$ cat config.mk
export PLATFORM = sky130hd
export DESIGN_NAME = hero_motion_ctrl_flat
export DESIGN_NICKNAME = d
export VERILOG_FILES = /design/src/rtl/hero_motion_ctrl_if.sv /design/src/rtl/hero_motion_ctrl.sv /design/src/flat_wrapper.sv
export SDC_FILE = /design/constraint.sdc
export NUM_CORES = 1
export LEC_CHECK = 0
export ABC_CLOCK_PERIOD_IN_PS = 6100
export CAP_MARGIN = 15
export CORE_MARGIN = 2
export CORE_UTILIZATION = 45
export CTS_CLUSTER_SIZE = 20
export DETAILED_ROUTE_END_ITERATION = 8
export PLACE_DENSITY_LB_ADDON = 0.15
export SYNTH_ARGS = -nofsm -noshare
export SYNTH_HDL_FRONTEND = slang
export SYNTH_SLANG_ARGS = --single-unit
$ cat constraint.sdc
create_clock -name clk -period 6.1 [get_ports clk]
set_input_delay 1.22 -clock clk [delete_from_list [all_inputs] [get_ports clk]]
set_output_delay 1.22 -clock clk [all_outputs]
set_load 0.05 [all_outputs]
$ cat src/rtl/hero_motion_ctrl_if.sv
// Handshake bundle between the level renderer / input block and hero_motion_ctrl.
// The collision loop closes through coll: it is combinational on char_pos.
interface hero_motion_ctrl_if;
    logic       enable;
    logic       key_left;
    logic       key_right;
    logic       key_up;
    logic       f_key;
    logic       coll;
    logic       death;
    logic [9:0] char_pos_x;
    logic [9:0] char_pos_y;
    logic [9:0] bomb_pos_x;
    logic [9:0] bomb_pos_y;
    logic [3:0] b_cnt;
    logic [2:0] bombs_left;
    logic [1:0] lives;
    logic       game_over;

    modport master (
        output enable, key_left, key_right, key_up, f_key, coll, death,
        input  char_pos_x, char_pos_y, bomb_pos_x, bomb_pos_y,
               b_cnt, bombs_left, lives, game_over
    );

    modport slave (
        input  enable, key_left, key_right, key_up, f_key, coll, death,
        output char_pos_x, char_pos_y, bomb_pos_x, bomb_pos_y,
               b_cnt, bombs_left, lives, game_over
    );
endinterface

$ cat src/rtl/hero_motion_ctrl.sv
// Character/bomb state machine: per-tick key and gravity moves probed one axis
// at a time against the renderer's coll flag, plus bomb fuse, lives and respawn.
module hero_motion_ctrl #(
    parameter int START_X       = 320,
    parameter int START_Y       = 440,
    parameter int STEP          = 1,
    parameter int TICK_DIV      = 416667,
    parameter int SETTLE        = 2,
    parameter int BOMB_DIV      = 60,
    parameter int BOMB_MAX      = 6,
    parameter int LIVES         = 3,
    parameter int RESPAWN_TICKS = 120
) (
    input  logic              clk,
    input  logic              reset,
    hero_motion_ctrl_if.slave io
);
    localparam int TW = (TICK_DIV > 1) ? $clog2(TICK_DIV) : 1;
    localparam int BW = (BOMB_DIV > 1) ? $clog2(BOMB_DIV) : 1;
    localparam int RW = (RESPAWN_TICKS > 1) ? $clog2(RESPAWN_TICKS) : 1;
    localparam int WW = (SETTLE > 1) ? $clog2(SETTLE) : 1;

    localparam logic [TW-1:0] TICK_LAST = TW'(TICK_DIV - 1);
    localparam logic [BW-1:0] BDIV_LAST = BW'(BOMB_DIV - 1);
    localparam logic [RW-1:0] RESP_LAST = RW'(RESPAWN_TICKS - 1);
    localparam logic [WW-1:0] WAIT_LAST = WW'(SETTLE - 1);
    localparam logic [9:0]    START_X10 = 10'(START_X);
    localparam logic [9:0]    START_Y10 = 10'(START_Y);
    localparam logic [9:0]    STEP10    = 10'(STEP);
    localparam logic [10:0]   STEP11    = 11'(STEP);
    localparam logic [2:0]    BMAX3     = 3'(BOMB_MAX);
    localparam logic [1:0]    LIVES2    = 2'(LIVES);

    typedef enum logic [2:0] {IDLE, MOVE_X, CHECK_X, MOVE_Y, CHECK_Y, DEAD} state_t;

    state_t          state, state_n;
    logic [TW-1:0]   tdiv;
    logic            tick;
    logic [9:0]      x, x_n, y, y_n;
    logic [9:0]      prev, prev_n;      // one axis is probed at a time, so one rollback register
    logic [WW-1:0]   wcnt, wcnt_n;
    logic [RW-1:0]   rcnt, rcnt_n;
    logic [9:0]      bx, bx_n, by, by_n;
    logic [3:0]      bcnt, bcnt_n;
    logic [BW-1:0]   bdiv, bdiv_n;
    logic [2:0]      bleft, bleft_n;
    logic [1:0]      lives, lives_n;
    logic            gover, gover_n;
    logic            fq, fq_n;

    // Free-running move tick; keeps counting while enable is low.
    assign tick = (tdiv == TICK_LAST);

    always_ff @(posedge clk) begin
        if (reset || tick) tdiv <= '0;
        else               tdiv <= tdiv + TW'(1);
    end

    always_ff @(posedge clk) begin
        if (reset) begin
            state <= IDLE;
            x     <= START_X10;
            y     <= START_Y10;
            prev  <= '0;
            wcnt  <= '0;
            rcnt  <= '0;
            bx    <= '0;
            by    <= '0;
            bcnt  <= '0;
            bdiv  <= '0;
            bleft <= BMAX3;
            lives <= LIVES2;
            gover <= 1'b0;
            fq    <= 1'b0;
        end else begin
            state <= state_n;
            x     <= x_n;
            y     <= y_n;
            prev  <= prev_n;
            wcnt  <= wcnt_n;
            rcnt  <= rcnt_n;
            bx    <= bx_n;
            by    <= by_n;
            bcnt  <= bcnt_n;
            bdiv  <= bdiv_n;
            bleft <= bleft_n;
            lives <= lives_n;
            gover <= gover_n;
            fq    <= fq_n;
        end
    end

    always_comb begin
        state_n = state;
        x_n     = x;
        y_n     = y;
        prev_n  = prev;
        wcnt_n  = wcnt;
        rcnt_n  = rcnt;
        bx_n    = bx;
        by_n    = by;
        bcnt_n  = bcnt;
        bdiv_n  = bdiv;
        bleft_n = bleft;
        lives_n = lives;
        gover_n = gover;
        fq_n    = fq;

        if (io.enable) begin
            fq_n = io.f_key;

            if (tick && bcnt != 4'd0) begin
                if (bdiv == BDIV_LAST) begin
                    bdiv_n = '0;
                    bcnt_n = (bcnt == 4'd3) ? 4'd0 : bcnt + 4'd1;
                end else begin
                    bdiv_n = bdiv + BW'(1);
                end
            end

            // Drop may land mid-probe and then captures the unrestored position.
            if (io.f_key && !fq && bcnt == 4'd0 && bleft != 3'd0 && state != DEAD) begin
                bx_n    = x;
                by_n    = y + 10'd18;
                bcnt_n  = 4'd1;
                bleft_n = bleft - 3'd1;
                bdiv_n  = '0;
            end

            if (io.death && state != DEAD) begin
                state_n = DEAD;
                rcnt_n  = '0;
                bcnt_n  = 4'd0;
                if (lives != 2'd0) lives_n = lives - 2'd1;
            end else begin
                case (state)
                    IDLE: if (tick && !gover) state_n = MOVE_X;
                    MOVE_X: begin
                        prev_n  = x;
                        wcnt_n  = '0;
                        state_n = CHECK_X;
                        if (io.key_left && !io.key_right && x >= STEP10)
                            x_n = x - STEP10;
                        else if (io.key_right && !io.key_left && ({1'b0, x} + STEP11) <= 11'd639)
                            x_n = x + STEP10;
                    end
                    CHECK_X: begin
                        if (wcnt == WAIT_LAST) begin
                            if (io.coll) x_n = prev;
                            state_n = MOVE_Y;
                        end else begin
                            wcnt_n = wcnt + WW'(1);
                        end
                    end
                    MOVE_Y: begin
                        prev_n  = y;
                        wcnt_n  = '0;
                        state_n = CHECK_Y;
                        if (io.key_up) begin
                            if (y >= STEP10) y_n = y - STEP10;
                        end else if (({1'b0, y} + STEP11) <= 11'd479) begin
                            y_n = y + STEP10;
                        end
                    end
                    CHECK_Y: begin
                        if (wcnt == WAIT_LAST) begin
                            if (io.coll) y_n = prev;
                            state_n = IDLE;
                        end else begin
                            wcnt_n = wcnt + WW'(1);
                        end
                    end
                    DEAD: begin
                        if (tick && !gover) begin
                            if (rcnt == RESP_LAST) begin
                                rcnt_n = '0;
                                if (lives != 2'd0) begin
                                    x_n     = START_X10;
                                    y_n     = START_Y10;
                                    bleft_n = BMAX3;
                                    state_n = IDLE;
                                end else begin
                                    gover_n = 1'b1;
                                end
                            end else begin
                                rcnt_n = rcnt + RW'(1);
                            end
                        end
                    end
                    default: state_n = IDLE;
                endcase
            end
        end
    end

    assign io.char_pos_x = x;
    assign io.char_pos_y = y;
    assign io.bomb_pos_x = bx;
    assign io.bomb_pos_y = by;
    assign io.b_cnt      = bcnt;
    assign io.bombs_left = bleft;
    assign io.lives      = lives;
    assign io.game_over  = gover;
endmodule

$ cat src/flat_wrapper.sv
// flat-port wrapper written by rule: the top's interface ports become plain ports
module hero_motion_ctrl_flat 
#(
    parameter int START_X       = 320,
    parameter int START_Y       = 440,
    parameter int STEP          = 1,
    parameter int TICK_DIV      = 416667,
    parameter int SETTLE        = 2,
    parameter int BOMB_DIV      = 60,
    parameter int BOMB_MAX      = 6,
    parameter int LIVES         = 3,
    parameter int RESPAWN_TICKS = 120
)
  (clk, reset, io_enable, io_key_left, io_key_right, io_key_up, io_f_key, io_coll, io_death, io_char_pos_x, io_char_pos_y, io_bomb_pos_x, io_bomb_pos_y, io_b_cnt, io_bombs_left, io_lives, io_game_over);
  hero_motion_ctrl_if io_i ();
  input  logic clk;
  input  logic reset;
  input wire logic [$bits(io_i.enable)-1:0] io_enable;
  input wire logic [$bits(io_i.key_left)-1:0] io_key_left;
  input wire logic [$bits(io_i.key_right)-1:0] io_key_right;
  input wire logic [$bits(io_i.key_up)-1:0] io_key_up;
  input wire logic [$bits(io_i.f_key)-1:0] io_f_key;
  input wire logic [$bits(io_i.coll)-1:0] io_coll;
  input wire logic [$bits(io_i.death)-1:0] io_death;
  output wire logic [$bits(io_i.char_pos_x)-1:0] io_char_pos_x;
  output wire logic [$bits(io_i.char_pos_y)-1:0] io_char_pos_y;
  output wire logic [$bits(io_i.bomb_pos_x)-1:0] io_bomb_pos_x;
  output wire logic [$bits(io_i.bomb_pos_y)-1:0] io_bomb_pos_y;
  output wire logic [$bits(io_i.b_cnt)-1:0] io_b_cnt;
  output wire logic [$bits(io_i.bombs_left)-1:0] io_bombs_left;
  output wire logic [$bits(io_i.lives)-1:0] io_lives;
  output wire logic [$bits(io_i.game_over)-1:0] io_game_over;
  assign io_i.enable = io_enable;
  assign io_i.key_left = io_key_left;
  assign io_i.key_right = io_key_right;
  assign io_i.key_up = io_key_up;
  assign io_i.f_key = io_f_key;
  assign io_i.coll = io_coll;
  assign io_i.death = io_death;
  assign io_char_pos_x = io_i.char_pos_x;
  assign io_char_pos_y = io_i.char_pos_y;
  assign io_bomb_pos_x = io_i.bomb_pos_x;
  assign io_bomb_pos_y = io_i.bomb_pos_y;
  assign io_b_cnt = io_i.b_cnt;
  assign io_bombs_left = io_i.bombs_left;
  assign io_lives = io_i.lives;
  assign io_game_over = io_i.game_over;
  hero_motion_ctrl #(.START_X(START_X), .START_Y(START_Y), .STEP(STEP), .TICK_DIV(TICK_DIV), .SETTLE(SETTLE), .BOMB_DIV(BOMB_DIV), .BOMB_MAX(BOMB_MAX), .LIVES(LIVES), .RESPAWN_TICKS(RESPAWN_TICKS)) u_core (.clk(clk), .reset(reset), .io(io_i));
endmodule
==> results by group, run 1 <==
Detailed routing
  – Detail Route Antenna Nets: 0
  – DR vias: 5285
  – DRC Markers: 0
  – WL final: 14900 um
  – Drt pass-1 iters: 5
  – Iter 0 DRT Violations: 403
  – Drt wl/cell: 16.4 um
  – Post-DR vias/cell: 5.82

Critical path
  – Worst-path fanout max: 13
  – Setup crit start kind: primary input
  – Start of the worst register-to-register path: u_core.state[0]
  – Flop2flop setup slack: 2.81 ns
  – Setup CP Type: primary input to flop
  – Critical Path RT: 6.31 ns
  – Reg2reg end: u_core.io.char_pos_y[0]
  – Critical path arrival: 3.63 ns
  – Depth of the worst register-to-register path: 6
  – CP Capture Type: flop

Power and ir drop
  – Static Leak: 2.36 nW
  – P per Cell Area: 236 nW/um^2
  – VDD IR max: 0.000114 V

Clock tree
  – CTS buffer count: 9
  – Worst skew pair latency: 0.36 ns
  – Clk buf depth: 2
  – # Post-CTS Setup Buffers: 0
  – Clk sinks: 97
  – CTS H-Tree Depth: 3
  – Worst-path clk slew: 0.07 ns
  – Cts hold-fix bufs: 0
  – TritonCTS clock tree: built
  – Post-cts sizing count: 0
  – Root Buffer: clkbuf_16

Global route
  – Vias in the first global route: 5098
  – Initial antenna violation count: 0
  – GRT Overall Usage: 23.1%
  – Gr ovfl total: 0
  – Largest net degree at the start of global routing: 71
  – First-pass GRT wire length: 24800 um

Finish
  – Net count, final: 764
  – Layout cells sized above 1: 5.68%
  – Area delta synth->final: 17.1%
  – # diodes: 0
  – Final cell count without fillers: 908

Synth
  – Flops & latches, synth: 97
  – Mapped Cells: 707
  – Avg Cell Area, Syn: 7.94 um^2
  – Cell taking the most area after synthesis: dfxtp_1
  – Number of enable flip-flop cells after synthesis: 0
  – Synth warn: 0
  – Count leader, synth: dfxtp_1
  – Main area contributors after synthesis: dfxtp_1 (35%), nor2_1 (6.2%), nand2_1 (5.4%), a21oi_1 (4.8%), ha_1 (4.5%)
  – Synth cell count leaders: dfxtp_1 (97), nor2_1 (92), nand2_1 (80), a21oi_1 (54), clkbuf_1 (32)
  – Synth top area share: 34.6%
  – Mapped Area: 5610 um^2
  – Synth cell types: 73
  – Post-synth net total: 736
  – Ys flop type: dfxtp_1
  – Sequential element share of the synthesized area: 34.6%
  – Async set or reset register ratio after synthesis: 0%

STA
  – Slew Limit Fails: 0
  – Final worst path period need: 3.42 ns
  – RSZ-0062 raised after global routing: false
  – Achievable Freq: 0.293 GHz
  – Measured slew at the worst slew-check pin: 1.00 ns
  – Final period util: 56.0%
  – Max-Slew Margin vs Limit: 32.9%
  – Layout Skew: 0.00432 ns
  – Final setup viols: 0
  – TNS Setup: 0 ns
  – Hold Fails Final Rpt: 0

Floorplanning
  – Num rows: 40
  – Die Y-Extent: 116 um
  – IO Count: 59
  – Initial Util: 46.3%
  – Core area: 12100 um^2
  – Die ar.: 13400 um^2
  – Die Span X: 116 um

Place
  – Port Buffer Count: 58
  – Routability Congestion: 0.823
  – DPL Wire Length: 10300 um
  – Cells after DPL: 891

Worst hold path
  – Hold Crit Class: flop to flop
  – WHS Endpoint: u_core.io.bomb_pos_x[3]
  – Worst hold start: u_core.io.bomb_pos_x[3]
  – Hold Path Stages: 2

Outcome
  – Run status: completed

Run
  – Number of max-cap violations: 0
worst max path at each step:
| stage | start | to | slack (ns) |
|---|---|---|---|
| after floorplan | io_key_right | u_core.io.char_pos_x[1] | 3.40 |
| after global placement | io_key_right | u_core.io.char_pos_x[6] | 2.46 |
| after detailed placement | io_key_right | u_core.io.char_pos_x[4] | 2.31 |
| after CTS | io_key_right | u_core.io.char_pos_x[6] | 2.71 |
| after global routing | io_key_right | u_core.io.char_pos_x[4] | 2.40 |
| final | io_key_right | u_core.io.char_pos_x[6] | 2.68 |
kinds of logic after synthesis:
family          share of synthesized area [%]
simple gates                             26.7
compound gates                           19.5
flops                                    34.6
xor+xnor                                 6.71
mux                                      2.70
buf+inv                                  5.24
fa+ha+maj                                4.46
metrics by stage:
| stage | setup WS, ns | hold WS, ns | instance area, um^2 | util [%] | power, mW |
|---|---|---|---|---|---|
| 6_report | 2.68 | 0.456 | 6570 | 54.2 | 1.55 |
| 5_1_grt | 2.40 | 0.489 | 6570 | 54.2 | 1.61 |
| 4_1_cts | 2.71 | 0.455 | 6560 | 54.2 | 1.56 |
| 3_5_place_dp | 2.31 | 0.446 | 6210 | 51.3 | 0.891 |
| 3_3_place_gp | 2.46 | 0.441 | 6200 | 51.2 | 0.887 |
| 2_1_floorplan | 3.40 | 0.441 | 5610 | - | 0.838 |
layout by cell type (no fill, tap or decap), types with 4 or more instances in the layout:
master | synthesis | routed
dfxtp_1 | 97 | 97
nor2_1 | 92 | 92
nand2_1 | 80 | 80
clkdlybuf4s50_1 | 0 | 57
a21oi_1 | 54 | 54
o21ai_0 | 29 | 29
nor3_1 | 23 | 23
xnor2_1 | 23 | 23
nand3_1 | 22 | 22
a211oi_1 | 22 | 22
inv_1 | 20 | 20
xor2_1 | 20 | 20
ha_1 | 20 | 20
nand4_1 | 14 | 14
mux2i_1 | 14 | 14
or3_1 | 9 | 9
clkbuf_16 | 0 | 9
and3_1 | 7 | 7
and2_1 | 7 | 7
nand3b_1 | 6 | 6
nand2b_1 | 6 | 6
a31oi_1 | 6 | 6
nor4_1 | 5 | 5
nand4b_1 | 5 | 5
a32oi_1 | 5 | 5
a221oi_2 | 5 | 5
nor3b_1 | 4 | 4
o31ai_1 | 4 | 4
o211ai_1 | 4 | 4
buf_4 | 1 | 4
area by class of cell:
type                    instances  area [um^2]
inverters                      20         75.1
fillers                      1172         5540
clock inverters                 6          113
multi-input cells             544         3370
flip-flops and latches         97         1940
well taps                     168          210
repair buffers                 63          617
clock buffers                  10          239
power by group:
| part | switching, mW | leakage, nW | internal (mW) | total, mW |
|---|---|---|---|---|
| clock | 0.260 | 0.173 | 0.414 | 0.674 |
| combinational | 0.127 | 1.40 | 0.0700 | 0.197 |
| sequential | 0.0298 | 0.787 | 0.652 | 0.682 |
| total | 0.417 | 2.36 | 1.14 | 1.55 |
flip-flops by register name, summed over array words and instances, names as in the netlist, 6 cells and up:
name,cells
u_core.tdiv,19
u_core.io.bomb_pos_x,10
u_core.io.bomb_pos_y,10
u_core.io.char_pos_x,10
u_core.io.char_pos_y,10
u_core.prev,10
u_core.rcnt,7
u_core.bdiv,6
layer usage:
| metal | GRT usage, % | up-vias | share of wire, % |
|---|---|---|---|
| met5 | 0 | - | 0 |
| li1 | - | 2574 | - |
| met1 | 31.2 | 2491 | 46 |
| met2 | 37.1 | 201 | 46 |
| met3 | 4.81 | 19 | 6.8 |
| met4 | 7.54 | 0 | 1.6 |
worst max-delay path, cell delays in order:
cell,delay [ns]
clkdlybuf4s50_1,0.41
nand2b_1,0.19
a41oi_2,0.58
nor3_2,0.14
a221oi_4,0.45
nand2_4,0.21
a2111oi_0,0.30
o21ai_0,0.14
No activity file was read; power rests on OpenSTA's default activity.
==> run 2, diff against run 1 <==
--- a/config.mk
+++ b/config.mk
@@ -5,7 +5,7 @@
 export SDC_FILE = /design/constraint.sdc
 export NUM_CORES = 1
 export LEC_CHECK = 0
-export ABC_CLOCK_PERIOD_IN_PS = 6100
+export ABC_CLOCK_PERIOD_IN_PS = 3350
 export CAP_MARGIN = 15
 export CORE_MARGIN = 2
 export CORE_UTILIZATION = 45
==> constraint.sdc (replaced) <==
create_clock -name clk -period 3.35 [get_ports clk]
set_input_delay 0.67 -clock clk [delete_from_list [all_inputs] [get_ports clk]]
set_output_delay 0.67 -clock clk [all_outputs]
set_load 0.05 [all_outputs]
==> run 2 against run 1 <==
Net effect:
- sequential share of layout area is 0.056 points higher
- combinational power grew 91%
- worst setup slack worse by 2.2 ns
- sequential cell count stayed put
- largest power group unchanged
- die area did not move
- total power grew 68%
==> results by group, run 2 (synthesized netlist as in run 1, its figures left out) <==
Detailed routing
  – WL final: 14700 um (was 14900 um)
  – Iter 0 DRT Violations: 336 (was 403)
  – DRC Markers: 0 (unchanged)
  – Drt pass-1 iters: 5 (unchanged)
  – Post-DR vias/cell: 5.73 (was 5.82)
  – Drt wl/cell: 16.0 um (was 16.4 um)
  – DR vias: 5248 (was 5285)
  – Detail Route Antenna Nets: 0 (unchanged)

Power and ir drop
  – Total design power: 2.60 mW (was 1.55 mW)
  – P per Cell Area: 397 nW/um^2 (was 236 nW/um^2)
  – VDD IR max: 0.000258 V (was 0.000114 V)
  – Static Leak: 2.37 nW (was 2.36 nW)

Finish
  – Area of the multi-input gates: 3370 um^2 (unchanged)
  – Max FFs per register: 19 (unchanged)
  – Area delta synth->final: 16.9% (was 17.1%)
  – Net count, final: 772 (was 764)
  – # diodes: 0 (unchanged)
  – Most frequent cells in the layout: dfxtp_1 (97), nor2_1 (92), nand2_1 (80) (unchanged)
  – Commonest non-fill, non-tap cell in the layout: dfxtp_1 (unchanged)
  – Register Area: 1940 um^2 (unchanged)
  – Biggest register: u_core.tdiv (unchanged)
  – Layout cells sized above 1: 6.55% (was 5.68%)
  – Fillers: 1168 (was 1172)

STA
  – Measured slew at the worst slew-check pin: 0.879 ns (was 1.00 ns)
  – Hold Slack: 0.453 ns (was 0.456 ns)
  – RSZ-0062 raised after global routing: false (unchanged)
  – Layout Skew: 0.00710 ns (was 0.00432 ns)
  – Hold Fails Final Rpt: 0 (unchanged)
  – Final period util: 84.2%
  – Slew Limit Fails: 0 (unchanged)
  – Final worst path period need: 2.82 ns
  – Final setup viols: 0 (unchanged)
  – TNS Setup: 0 ns (unchanged)
  – Achievable Freq: 0.354 GHz
  – Max-Slew Margin vs Limit: 40.9% (was 32.9%)

Global route
  – Largest net degree at the start of global routing: 54 (was 71)
  – GRT Overall Usage: 22.8% (was 23.1%)
  – Gr ovfl total: 0 (unchanged)
  – Vias in the first global route: 4959 (was 5098)
  – Initial antenna violation count: 0 (unchanged)
  – First-pass GRT wire length: 24400 um (was 24800 um)

Critical path
  – Setup crit start kind: flop (was primary input)
  – Reg2reg end: u_core.io.char_pos_x[6] (was u_core.io.char_pos_y[0])
  – Setup CP Type: flop to flop (was primary input to flop)
  – Worst-path fanout max: 13 (unchanged)
  – CP Capture Type: flop (unchanged)
  – Critical path arrival: 3.03 ns (was 3.63 ns)
  – CP endpoint: u_core.io.char_pos_x[6] (unchanged)
  – Critical Path RT: 3.56 ns (was 6.31 ns)
  – Start of the worst register-to-register path: u_core.io.char_pos_x[0] (was u_core.state[0])
  – Critical path origin: u_core.io.char_pos_x[0] (was io_key_right)
  – Flop2flop setup slack: 0.53 ns (was 2.81 ns)
  – Depth of the worst register-to-register path: 8 (was 6)

Clock tree
  – TritonCTS clock tree: built (unchanged)
  – Clk sinks: 97 (unchanged)
  – Cts hold-fix bufs: 0 (unchanged)
  – Worst skew pair latency: 0.35 ns (was 0.36 ns)
  – Clk buf depth: 2 (unchanged)
  – CTS H-Tree Depth: 3 (unchanged)
  – Worst-path clk slew: 0.07 ns (about the same)
  – # Post-CTS Setup Buffers: 0 (unchanged)
  – Root Buffer: clkbuf_16 (unchanged)
  – CTS buffer count: 9 (unchanged)
  – Post-cts sizing count: 0 (unchanged)

Floorplanning
  – IO Count: 59 (unchanged)
  – Core area: 12100 um^2 (unchanged)
  – Initial Util: 46.3% (unchanged)
  – Num rows: 40 (unchanged)
  – Die Span X: 116 um (unchanged)
  – Die Y-Extent: 116 um (unchanged)
  – Die ar.: 13400 um^2 (unchanged)

Place
  – Routability Congestion: 0.880 (was 0.823)
  – DPL Wire Length: 10400 um (was 10300 um)
  – Port Buffer Count: 58 (unchanged)

Run
  – Number of max-cap violations: 0 (unchanged)

Outcome
  – Run status: completed (unchanged)

Worst hold path
  – Hold Crit Class: flop to flop (unchanged)
  – Hold Path Stages: 2 (unchanged)
-- run 2: cell count changes in the layout (fill, tap and decap cells not counted) --
cell and delta:
buf_4 +9, buf_6 -1, bufinv_16 -3, clkbuf_1 +1
clkbuf_8 +1, clkinv_2 +1, clkinv_4 -1, clkinvlp_4 +1
-- run 2: worst min-delay path by stage --
stage                     slack (ns)                       to               startpoint
after floorplan                 0.44           u_core.tdiv[0]           u_core.tdiv[0]
after global placement          0.45  u_core.io.bomb_pos_x[9]  u_core.io.bomb_pos_x[9]
after detailed placement        0.45  u_core.io.bomb_pos_x[4]  u_core.io.bomb_pos_x[4]
after CTS                       0.46  u_core.io.bomb_pos_x[4]  u_core.io.bomb_pos_x[4]
after global routing            0.47  u_core.io.bomb_pos_x[8]  u_core.io.bomb_pos_x[8]
final                           0.45  u_core.io.bomb_pos_x[4]  u_core.io.bomb_pos_x[4]
-- run 2: layer usage --
layer / GRT usage [%] / share of wire (%) / vias to the layer above
li1: - / - / 2581
met1: 30.9 / 48 / 2464
met2: 35.2 / 44 / 181
met3: 5.86 / 6.1 / 22
met4: 7.94 / 1.8 / 0
met5: 0 / 0 / -
-- run 2: power breakdown --
part | total, mW | switching, mW | leakage (nW) | internal, mW
Sequential | 1.23 | 0.0435 | 0.787 | 1.19
Clock | 0.997 | 0.452 | 0.139 | 0.545
Combinational | 0.376 | 0.242 | 1.44 | 0.134
Total | 2.60 | 0.738 | 2.37 | 1.87
-- run 2: layout make-up --
cell class	instances	share of cell area [%]
Sequential cell	97	29.6
Multi-Input combinational cell	544	51.5
Clock inverter	4	0.401
Tap cell	168	3.21
Inverter	20	1.14
Clock buffer	12	3.91
Timing Repair Buffer	71	10.3
-- run 2: through the flow --
stage | util, % | std cells | area [um^2] | worst slack [ns]
2_1_floorplan | - | 707 | 5610 | 0.672
3_3_place_gp | 51.8 | 900 | 6270 | 0.479
3_5_place_dp | 51.8 | 900 | 6270 | 0.386
4_1_cts | 54.1 | 916 | 6560 | 0.574
5_1_grt | 54.1 | 916 | 6560 | 0.290
6_report | 54.1 | 916 | 6560 | 0.528
-- run 2: critical path: stages, from the launching register on --
cell and delay (ns):
dfxtp_1 0.50, ha_1 0.31, and4_1 0.30, xnor2_1 0.14, a31oi_1 0.10, o211ai_1 0.65
nand2_4 0.25, a2111oi_0 0.31, o21ai_0 0.14
==> run 3, diff against run 2 <==
--- a/config.mk
+++ b/config.mk
@@ -5,7 +5,7 @@
 export SDC_FILE = /design/constraint.sdc
 export NUM_CORES = 1
 export LEC_CHECK = 0
-export ABC_CLOCK_PERIOD_IN_PS = 3350
+export ABC_CLOCK_PERIOD_IN_PS = 2350
 export CAP_MARGIN = 15
 export CORE_MARGIN = 2
 export CORE_UTILIZATION = 45
==> constraint.sdc (replaced) <==
create_clock -name clk -period 2.35 [get_ports clk]
set_input_delay 0.47 -clock clk [delete_from_list [all_inputs] [get_ports clk]]
set_output_delay 0.47 -clock clk [all_outputs]
set_load 0.05 [all_outputs]
==> run 3 against run 2 <==
Net effect:
- the flow now finishes with violations (negative setup slack)
- die area unchanged
- worst setup slack got worse by 0.59 ns
- worst hold slack improved by 0.0022 ns
- cell count increased by 7.5%
- sequential share of layout area decreased by 2.4 points
- clock skew increased by 0.0048 ns
- fmax increased by 17%
- via count increased by 8.1%
- largest cell class unchanged
==> results by group, run 3 (synthesized netlist as in run 1, its figures left out) <==
Detailed routing
  – Iter 0 DRT Violations: 618 (was 336)
  – Met2 WL: 7420 um (was 6500 um)
  – Wire length on met3: 983 um (was 895 um)
  – Metal-1 WL: 7300 um (was 7020 um)
  – Drt pass-1 iters: 5 (unchanged)
  – WL final: 16200 um (was 14700 um)
  – Top layer in use: met4 (unchanged)
  – Post-DR vias/cell: 5.76 (was 5.73)
  – Detail Route Antenna Nets: 0 (unchanged)
  – Drt wl/cell: 16.4 um (was 16.0 um)
  – DR vias: 5673 (was 5248)
  – DRC Markers: 0 (unchanged)

Finish
  – Final cell count without fillers: 985 (was 916)
  – Area of the multi-input gates: 3510 um^2 (was 3370 um^2)
  – Biggest register: u_core.tdiv (unchanged)
  – Area delta synth->final: 29.7% (was 16.9%)
  – # diodes: 0 (unchanged)
  – Layout Cell Area excl Fill: 7270 um^2 (was 6560 um^2)
  – Max FFs per register: 19 (unchanged)
  – Net count, final: 841 (was 772)
  – Most frequent cells in the layout: nor2_1 (92), nand2_1 (80), buf_4 (79) (was dfxtp_1 (97), nor2_1 (92), nand2_1 (80))
  – Post-layout util: 60.1% (was 54.1%)
  – Commonest non-fill, non-tap cell in the layout: nor2_1 (was dfxtp_1)
  – Layout cells sized above 1: 19.7% (was 6.55%)
  – Fillers: 1076 (was 1168)
  – Register Area: 1980 um^2 (was 1940 um^2)

Critical path
  – Cell chain of the critical path: inv_2 > ha_4 > nand4b_1 > or3_1 > or4_4 > a221oi_4 > nand2_4 > buf_4 > a221oi_1 > a211oi_1 (was ha_1 > and4_1 > xnor2_1 > a31oi_1 > o211ai_1 > nand2_4 > a2111oi_0 > o21ai_0)
  – Worst-path fanout max: 7 (was 13)
  – Worst path slowest cell: or4_4 (was o211ai_1)
  – Critical Path RT: 2.57 ns (was 3.56 ns)
  – Critical path arrival: 2.63 ns (was 3.03 ns)
  – Setup crit start kind: flop (unchanged)
  – CP Capture Type: flop (unchanged)
  – Setup CP Type: flop to flop (unchanged)
  – Slowest stage delay, CP: 0.45 ns (was 0.65 ns)
  – Flop2flop setup slack: -0.06 ns (was 0.53 ns)

Worst hold path
  – Hold Crit Class: flop to flop (unchanged)

Global route
  – GRT Overall Usage: 24.5% (was 22.8%)
  – Initial antenna violation count: 0 (unchanged)
  – Largest net degree at the start of global routing: 70 (was 54)
  – Gr ovfl total: 0 (unchanged)
  – Vias in the first global route: 5276 (was 4959)
  – First-pass GRT wire length: 26000 um (was 24400 um)

STA
  – Final setup viols: 8 (was 0)
  – Achievable Freq: 0.415 GHz (was 0.354 GHz)
  – Hold Fails Final Rpt: 0 (unchanged)
  – Layout Skew: 0.0119 ns (was 0.00710 ns)
  – Measured slew at the worst slew-check pin: 0.733 ns (was 0.879 ns)
  – Final WS setup: -0.0623 ns (was 0.528 ns)
  – Hold Slack: 0.455 ns (was 0.453 ns)
  – RSZ-0062 raised after global routing: true (was false)
  – Final worst path period need: 2.41 ns (was 2.82 ns)
  – Final period util: 103% (was 84.2%)
  – Slew Limit Fails: 0 (unchanged)
  – Max-Slew Margin vs Limit: 51.0% (was 40.9%)

Floorplanning
  – IO Count: 59 (unchanged)
  – Initial Util: 46.3% (unchanged)
  – Die ar.: 13400 um^2 (unchanged)
  – Num rows: 40 (unchanged)
  – Die Span X: 116 um (unchanged)
  – Die Y-Extent: 116 um (unchanged)
  – Core area: 12100 um^2 (unchanged)

Place
  – DPL Wire Length: 11700 um (was 10400 um)
  – Cells after DPL: 967 (was 900)
  – Port Buffer Count: 58 (unchanged)
  – Area after DPL: 6830 um^2 (was 6270 um^2)
  – Routability Congestion: 0.942 (was 0.880)

Outcome
  – Failing checks: negative setup slack
  – Run status: finished with violations (was completed)

Clock tree
  – Clk buf depth: 2 (unchanged)
  – Worst skew pair latency: 0.35 ns (about the same)
  – Worst-path clk slew: 0.07 ns (about the same)
  – CTS H-Tree Depth: 3 (unchanged)
  – Clk sinks: 97 (unchanged)
  – TritonCTS clock tree: built (unchanged)
  – Root Buffer: clkbuf_16 (unchanged)
  – Cts hold-fix bufs: 0 (unchanged)
  – CTS buffer count: 9 (unchanged)

Power and ir drop
  – Static Leak: 2.77 nW (was 2.37 nW)
  – P per Cell Area: 523 nW/um^2 (was 397 nW/um^2)
  – VDD IR max: 0.000295 V (was 0.000258 V)
  – Total design power: 3.80 mW (was 2.60 mW)

Run
  – Number of max-cap violations: 0 (unchanged)
-- run 3: cell count changes in the layout (fill, tap and decap cells not counted), sizes merged --
| cell | previous run | this run |
|---|---|---|
| clkbuf | 12 | 11 |
| buf | 14 | 85 |
| clkdlybuf4s50 | 57 | 54 |
| inv | 21 | 22 |
| clkinvlp | 1 | 0 |
| dlymetal6s2s | 0 | 1 |
| clkinv | 2 | 3 |
-- run 3: final timing paths --
path,startpoint,endpoint,cells after the start
max,u_core.tdiv[0],u_core.io.char_pos_x[0],10
min,u_core.io.bomb_pos_x[7],u_core.io.bomb_pos_x[7],2
max reg2reg,u_core.tdiv[0],u_core.io.char_pos_x[0],10
min reg2reg,u_core.io.bomb_pos_x[7],u_core.io.bomb_pos_x[7],2
-- run 3: metal layers --
| layer | GRT usage, % | vias up |
|---|---|---|
| li1 | - | 2717 |
| met1 | 33.1 | 2685 |
| met2 | 38.6 | 224 |
| met3 | 4.50 | 47 |
| met4 | 10.2 | 0 |
| met5 | 0 | - |
-- run 3: cell type report --
type,count,share of cell area (%)
Sequential cell,97,27.2
Multi-Input combinational cell,544,48.3
Clock inverter,5,0.533
Tap cell,168,2.89
Timing Repair Buffer,140,16.8
Clock buffer,11,3.34
Inverter,20,1.03
-- run 3: repair_timing --
| item | 4_1_cts | 5_1_grt |
|---|---|---|
| setup endpoints to repair | 12 | 26 |
| gates resized for setup | 3 | 35 |
| gates cloned | 0 | 1 |
| pin swaps | 1 | 6 |
| setup buffers | 0 | 1 |
-- run 3: worst max-delay path: cells and delay by family, from the launching register on --
family | cells | cell delay (ns)
compound gates | 3 | 0.65
simple gates | 4 | 0.96
flops | 1 | 0.32
fa+ha+maj | 1 | 0.13
buf+inv | 2 | 0.22
-- run 3: report_power, final --
group / total [mW] / switching (mW) / internal [mW]
clock: 1.42 / 0.664 / 0.757
combinational: 0.631 / 0.381 / 0.250
sequential: 1.75 / 0.0557 / 1.70
-- run 3: per-stage QoR --
step	setup slack [ns]	TNS, ns
final	-0.0623	-0.296
after global routing	-0.197	-1.83
after CTS	-0.0357	-0.154
after detailed placement	-0.138	-0.926
after global placement	-0.0546	-0.262
after floorplan	-0.0146	-0.0251
